[config.mk]
export PLATFORM = sky130hd
export DESIGN_NAME = uart_rx_core
export DESIGN_NICKNAME = d
export VERILOG_FILES = /design/src/rtl/uart_rx_core.sv
export SDC_FILE = /design/constraint.sdc
export NUM_CORES = 1
export LEC_CHECK = 0
export ABC_AREA = 1
export CORE_ASPECT_RATIO = 0.6
export CORE_MARGIN = 3
export CORE_UTILIZATION = 29
export CTS_CLUSTER_SIZE = 25
export DETAILED_ROUTE_END_ITERATION = 12
export PLACE_DENSITY_LB_ADDON = 0.2
export SYNTH_ARGS = -nofsm -noshare
export SYNTH_HDL_FRONTEND = slang
export SYNTH_SLANG_ARGS = --single-unit
[constraint.sdc]
create_clock -name CLK -period 1.8 [get_ports CLK]
set_clock_uncertainty 0.2 [all_clocks]
set_input_delay 0.54 -clock CLK [delete_from_list [all_inputs] [get_ports CLK]]
set_output_delay 0.54 -clock CLK [all_outputs]
set_load 0.02 [all_outputs]
[src/rtl/uart_rx_core.sv]
// UART receive core: oversampled, majority-voted serial line decoder with
// optional even/odd parity and one-cycle result pulses.
module uart_rx_core #(
  parameter int DATA_WIDTH = 8,
  parameter int OVERSAMPLE = 8
) (
  input  logic                  CLK,
  input  logic                  RST,
  input  logic                  RX_IN,
  input  logic                  PAR_EN,
  input  logic                  PAR_TYP,
  output logic [DATA_WIDTH-1:0] P_DATA,
  output logic                  data_valid,
  output logic                  par_err,
  output logic                  stp_err
);

  localparam int EW = $clog2(OVERSAMPLE);
  localparam int BW = (DATA_WIDTH > 1) ? $clog2(DATA_WIDTH) : 1;
  localparam logic [EW-1:0] EDGE_LAST = EW'(OVERSAMPLE - 1);
  localparam logic [EW-1:0] EDGE_S0   = EW'(OVERSAMPLE / 2 - 1);
  localparam logic [EW-1:0] EDGE_S1   = EW'(OVERSAMPLE / 2);
  localparam logic [EW-1:0] EDGE_S2   = EW'(OVERSAMPLE / 2 + 1);
  localparam logic [BW-1:0] BIT_LAST  = BW'(DATA_WIDTH - 1);

  typedef enum logic [2:0] {
    S_IDLE,
    S_START,
    S_DATA,
    S_PARITY,
    S_STOP
  } state_t;

  state_t                state_q, state_d;
  logic [EW-1:0]         edge_q, edge_d;
  logic [BW-1:0]         bit_q, bit_d;
  logic [2:0]            samp_q, samp_d;
  logic [DATA_WIDTH-1:0] shift_q, shift_d;
  logic                  par_en_q, par_en_d;
  logic                  par_typ_q, par_typ_d;
  logic                  par_fail_q, par_fail_d;
  logic [DATA_WIDTH-1:0] pdata_q, pdata_d;
  logic                  dv_q, dv_d;
  logic                  pe_q, pe_d;
  logic                  se_q, se_d;
  logic                  maj;
  logic                  last_edge;

  assign maj       = (samp_q[0] & samp_q[1]) | (samp_q[0] & samp_q[2]) | (samp_q[1] & samp_q[2]);
  assign last_edge = (edge_q == EDGE_LAST);

  always_comb begin
    state_d    = state_q;
    edge_d     = edge_q;
    bit_d      = bit_q;
    samp_d     = samp_q;
    shift_d    = shift_q;
    par_en_d   = par_en_q;
    par_typ_d  = par_typ_q;
    par_fail_d = par_fail_q;
    pdata_d    = pdata_q;
    dv_d       = 1'b0;
    pe_d       = 1'b0;
    se_d       = 1'b0;

    // Edge counter and sample windows run identically in every in-frame state.
    if (state_q != S_IDLE) begin
      edge_d = last_edge ? '0 : edge_q + 1'b1;
      if (edge_q == EDGE_S0) samp_d[0] = RX_IN;
      if (edge_q == EDGE_S1) samp_d[1] = RX_IN;
      if (edge_q == EDGE_S2) samp_d[2] = RX_IN;
    end

    unique case (state_q)
      S_IDLE: begin
        if (!RX_IN) begin
          state_d    = S_START;
          edge_d     = EW'(1);
          bit_d      = '0;
          par_en_d   = PAR_EN;
          par_typ_d  = PAR_TYP;
          par_fail_d = 1'b0;
        end
      end
      S_START: begin
        if (last_edge) state_d = maj ? S_IDLE : S_DATA;
      end
      S_DATA: begin
        if (last_edge) begin
          shift_d = {maj, shift_q[DATA_WIDTH-1:1]};
          if (bit_q == BIT_LAST) begin
            bit_d   = '0;
            state_d = par_en_q ? S_PARITY : S_STOP;
          end else begin
            bit_d = bit_q + 1'b1;
          end
        end
      end
      S_PARITY: begin
        if (last_edge) begin
          par_fail_d = (maj != ((^shift_q) ^ par_typ_q));
          state_d    = S_STOP;
        end
      end
      S_STOP: begin
        if (last_edge) begin
          state_d = S_IDLE;
          se_d    = ~maj;
          pe_d    = par_en_q & par_fail_q;
          if (maj && !(par_en_q && par_fail_q)) begin
            pdata_d = shift_q;
            dv_d    = 1'b1;
          end
        end
      end
      default: state_d = S_IDLE;
    endcase
  end

  always_ff @(posedge CLK or negedge RST) begin
    if (!RST) begin
      state_q    <= S_IDLE;
      edge_q     <= '0;
      bit_q      <= '0;
      samp_q     <= '0;
      shift_q    <= '0;
      par_en_q   <= 1'b0;
      par_typ_q  <= 1'b0;
      par_fail_q <= 1'b0;
      pdata_q    <= '0;
      dv_q       <= 1'b0;
      pe_q       <= 1'b0;
      se_q       <= 1'b0;
    end else begin
      state_q    <= state_d;
      edge_q     <= edge_d;
      bit_q      <= bit_d;
      samp_q     <= samp_d;
      shift_q    <= shift_d;
      par_en_q   <= par_en_d;
      par_typ_q  <= par_typ_d;
      par_fail_q <= par_fail_d;
      pdata_q    <= pdata_d;
      dv_q       <= dv_d;
      pe_q       <= pe_d;
      se_q       <= se_d;
    end
  end

  assign P_DATA     = pdata_q;
  assign data_valid = dv_q;
  assign par_err    = pe_q;
  assign stp_err    = se_q;

endmodule

Word-level counts from Yosys, hierarchy flattened
Index checks and enable logic that the tools add are counted.

word-level totals
  register bits = 34
  input port bits = 5
  output and inout bits = 11
  word-level logic and storage cells = 85

cells by class
  add/subtract/negate cells = 2
  equality and inequality tests = 16
  muxes and demuxes = 27
  bitwise logic cells = 9
  reduce and logical (&&, ||, !) cells = 17

operators with widths
  kind                                                             number
  3-bit 2-to-1 mux                                                 14
  3-bit == test, second input constant                             5
  3-bit one-hot mux with 5 select lines                            1
  2-bit != test, second input constant                             6
  2-bit AND reduction                                              5
  3-bit by 2-bit == test with 1-bit output, second input constant  3
  1-bit 2-to-1 mux                                                 9
  3-bit AND reduction                                              3
  8-bit XOR reduction                                              1
  3-bit by 1-bit adder with 3-bit output, second input constant    2
  3-bit one-hot mux with 2 select lines                            1
  6-bit AND reduction                                              1
  1-bit AND                                                        4
  2-bit nonzero test                                               2
  3-bit by 1-bit == test with 1-bit output, second input constant  1
  3-bit logical NOT                                                1
  3-bit nonzero test                                               1
  1-bit logical AND                                                2
  2-bit 2-to-1 mux                                                 1
  1-bit NOT                                                        2
  1-bit OR                                                         2
  1-bit one-hot mux with 2 select lines                            1
  1-bit logical NOT                                                1
  1-bit != test                                                    1
  1-bit XOR                                                        1

Depth between registers and ports, before layout
  depth after elaboration = 7
  gate-level depth with buffers = 10
  mapped depth without buffers = 10

Worst setup path before layout
No wires, ideal clock.

  path kind = register to register
  from = register edge_q[0]
  to = register pdata_q[7] (netlist: P_DATA[7])
  library setup time = 73 ps
  arrival time = 1378 ps
  required time = 1527 ps
  setup slack = 149 ps
  stages on the path, launching flop included = 8
  buffers on the path = 1
  period minus slack after synthesis = 1651 ps
  path through = dfrtp_1 > ha_1 > ha_1 > nand3_2 > nor2_4 > buf_6 > nor2_2 > a21oi_2

between the ends
  word-level cells in the longest chain between the ends = 2

ends and longest elaborated chain
  what                                  RTL line  source
  from (decl)                           35        logic [EW-1:0] edge_q, edge_d;
  from (signal assigned)                136       edge_q <= edge_d;
  3-bit == test                         50        assign last_edge = (edge_q == EDGE_LAST);
  3-bit AND reduction (no source line)  --
  to (signal assigned)                  143       pdata_q <= pdata_d;
  to (decl)                             42        logic [DATA_WIDTH-1:0] pdata_q, pdata_d;

No other way between the ends.
A chain may end at the register's enable or synchronous reset.

Worst setup path in the final report
  from = register pdata_q[5] (netlist: P_DATA[5])
  to = output port P_DATA[5]

RTL lines
  what       RTL line  source
  to (decl)  12        output logic [DATA_WIDTH-1:0] P_DATA,

No word-level cell between the ends.

==> impl_metrics.csv <==
group,metric,value,unit
routing,drt_wl_total,3.522,mm
logic_synthesis,ys_seq_area_share,48.06,%
sta,finalMaxSlewViolations,0,
setup_path,arrival,1.00,ns
sta,period_needed,1.736,ns
routing,dr.pass1.iters,4,
cts,htreeDepth,2,
grt,first_global_vias,1252,
placement,io_buffers,15,
logic_synthesis,avgSynthCellArea,8.553,um^2
layout,synthToLayoutAreaGrowth,24.52,%
setup_path,endpoint_kind,"primary output",
cts,ctsHoldBuffers,0,
grt,grt-ovfl-total,0,
cts,cts_made_buffers,5,
grt,grt_max_degree,35,
setup_path,path_max_fanout,2,
routing,dr_wl_met3,170,um
logic_synthesis,synth_area,1770,um^2
cts,cts-root-buf,"clkbuf_8",
setup_path,critPathRequiredTime,1.06,ns
setup_path,critPathKind,"flip-flop to primary output",
routing,drc,0,
routing,viasPerCell,4.239,
floorplanning,die_area,7110,um^2
cts,cts_setup_buffers,0,
floorplanning,rows,21,
logic_synthesis,synth_seq_cells,34,
setup_path,crit_family,"flip-flops",
floorplanning,coreArea,5728,um^2
outcome,outcome,"finished clean",
power,power.density,1388,nW/um^2
routing,met1_length,2.084,mm
routing,vias,1348,
cts,clock_latency,0.28,ns
sta,hold_violations,0,
cts,clock_sinks,34,
floorplanning,die_w,106.9,um
sta,rsz0062_at_grt,"no",
layout,final_common_cell,"nand2_1",
sta,max_freq,0.5761,GHz
floorplanning,start_util,30.91,%
placement,place_ws,-0.09159,ns
layout,layout_common_cells,"54 x nand2_1, 34 x dfrtp_1, 20 x inv_1",
setup_path,cp_num_buf_inv,1,
cts,cts_tree,"built",
logic_synthesis,synth_warnings,0,
job,cap_violations,0,
setup_path,cpPeakStageDelay,0.39,ns
routing,wl_per_cell,11.08,um
sta,tns,0,ns
grt,grt_pass1_wl,6.085,mm
routing,drtAntennaViolNets,0,
power,power,0.003059,W
setup_path,rrSetupSlack,0.16,ns
power,p_leak,1.145,nW
placement,dp_hpwl,2.630,mm
sta,maxSlewHeadroom,83.58,%
worst_hold_path,hp-class,"flip-flop to flip-flop",
layout,diodes,0,
routing,wl_met2,1.221,mm
cts,clkTransAtPathRegs,0.07,ns
layout,final_layout_size_suffix_gt1_share,22.27,%
floorplanning,io_pins,16,
setup_path,path_cells,"dlygate4sd2_1",
logic_synthesis,synth.distinct_cells,24,
power,vdd.ir_drop.worst,0.3594,mV
routing,dr.max_layer_used,"met4",
setup_path,worstSetupStartpointType,"flip-flop",
cts,cts.path.max_buffers,2,
floorplanning,die_h,66.53,um
sta,finalCritPeriodShare,96.43,%
layout,num-fill-cells,628,
grt,antenna_found_initial,0,
sta,worstMarginPinSlew,0.2463,ns
logic_synthesis,synth_fp_nets,219,
logic_synthesis,postSynthCellCount,207,
routing,drtIter0Drc,59,
sta,setup_viol,0,
layout,final_nets,249,
placement,gp_congestion,0.7359,
grt,track_usage,11.22,%
sta,finalWorstSetupSlack,0.06424,ns
setup_path,crit_slowest_cell,"dfrtp_1",
-- through the flow --
step / utilization (%) / std cells / cell area [um^2] / hold slack (ns)
6_report: 38.49 / 318 / 2205 / 0.2853
5_1_grt: 38.49 / 318 / 2205 / 0.3401
4_1_cts: 38.20 / 318 / 2188 / 0.2942
3_5_place_dp: 36.85 / 310 / 2111 / 0.2822
3_3_place_gp: 36.85 / 310 / 2111 / 0.2900
2_1_floorplan: - / 207 / 1770 / 0.04441
-- report_power, final --
| part | total, W | internal, W | switching (W) |
|---|---|---|---|
| Clock | 0.000585 | 0.000309 | 0.000276 |
| Sequential | 0.00112 | 0.000957 | 0.000158 |
| Combinational | 0.00136 | 0.000517 | 0.000842 |
-- sequential cells by signal, summed over array words and instances, names as in the netlist, 3 cells and up --
name / count
P_DATA: 8
shift_q: 8
bit_q: 3
edge_q: 3
state_q: 3
samp_q: 3
-- layer usage --
layer / global-route usage (%) / vias to the layer above
met1: 17.65 / 597
met5: 0 / -
li1: - / 721
met4: 3.349 / 0
met2: 13.79 / 25
met3: 3.775 / 5
-- what timing repair did --
item / CTS / global route
hold endpoints to repair: 0 / 0
gates resized for setup: 11 / 4
endpoints found under the setup margin: 11 / 11
pin swaps: 0 / 0
-- worst paths after layout --
path	cells after the start	startpoint	endpoint
min in group asynchronous	2	RST	state_q[2]$_DFFE_PN0P_
setup / recovery	1	P_DATA[5]$_DFFE_PN0P_	P_DATA[5]
max in group asynchronous	2	RST	edge_q[2]$_DFF_PN0_
setup reg to reg	7	edge_q[0]$_DFF_PN0_	P_DATA[5]$_DFFE_PN0P_
hold reg to reg	2	P_DATA[0]$_DFFE_PN0P_	P_DATA[0]$_DFFE_PN0P_
hold / removal	2	P_DATA[0]$_DFFE_PN0P_	P_DATA[0]$_DFFE_PN0P_
-- cell families after synthesis --
logic type               Yosys count  share of synthesized area [%]
AO/OA/AOI/OAI                     35                          12.30
adder cells (fa/ha/maj)            7                          4.947
buffers and inverters             29                          7.138
flip-flops                        34                          48.06
AND/OR/NAND/NOR                  102                          27.56
-- area by class of cell --
class | count | area [um^2] | area share (%)
clock inverters | 1 | 5.005 | 0.2270
flip-flops and latches | 34 | 850.8 | 38.59
repair buffers | 25 | 250.2 | 11.35
inverters | 27 | 103.9 | 4.711
well taps | 80 | 100.1 | 4.540
multi-input cells | 144 | 808.3 | 36.66
clock buffers | 7 | 86.33 | 3.916
-- cell usage after synthesis --
cell type	n	share of area, %
inv_4	1	0.35
o22ai_1	3	1.1
ha_1	7	4.9
dfrtp_1	34	48
nand2_1	54	11
o21ai_2	8	4.0
nand3_1	16	4.5
inv_2	6	1.3
o21ai_1	1	0.28
nor2_2	3	1.1
buf_6	2	1.3
a21oi_1	12	3.4
nand2_4	4	2.5
nor3_2	1	0.57
a31oi_1	2	0.71
nand2_2	7	2.5
inv_1	20	4.2
or2_1	1	0.35
nor2_1	13	2.8
o21bai_1	1	0.42
nand3_2	1	0.57
o21ai_0	7	2.0
nor2_4	2	1.3
a21oi_2	1	0.49
No activity file was read; power rests on OpenSTA's default activity.
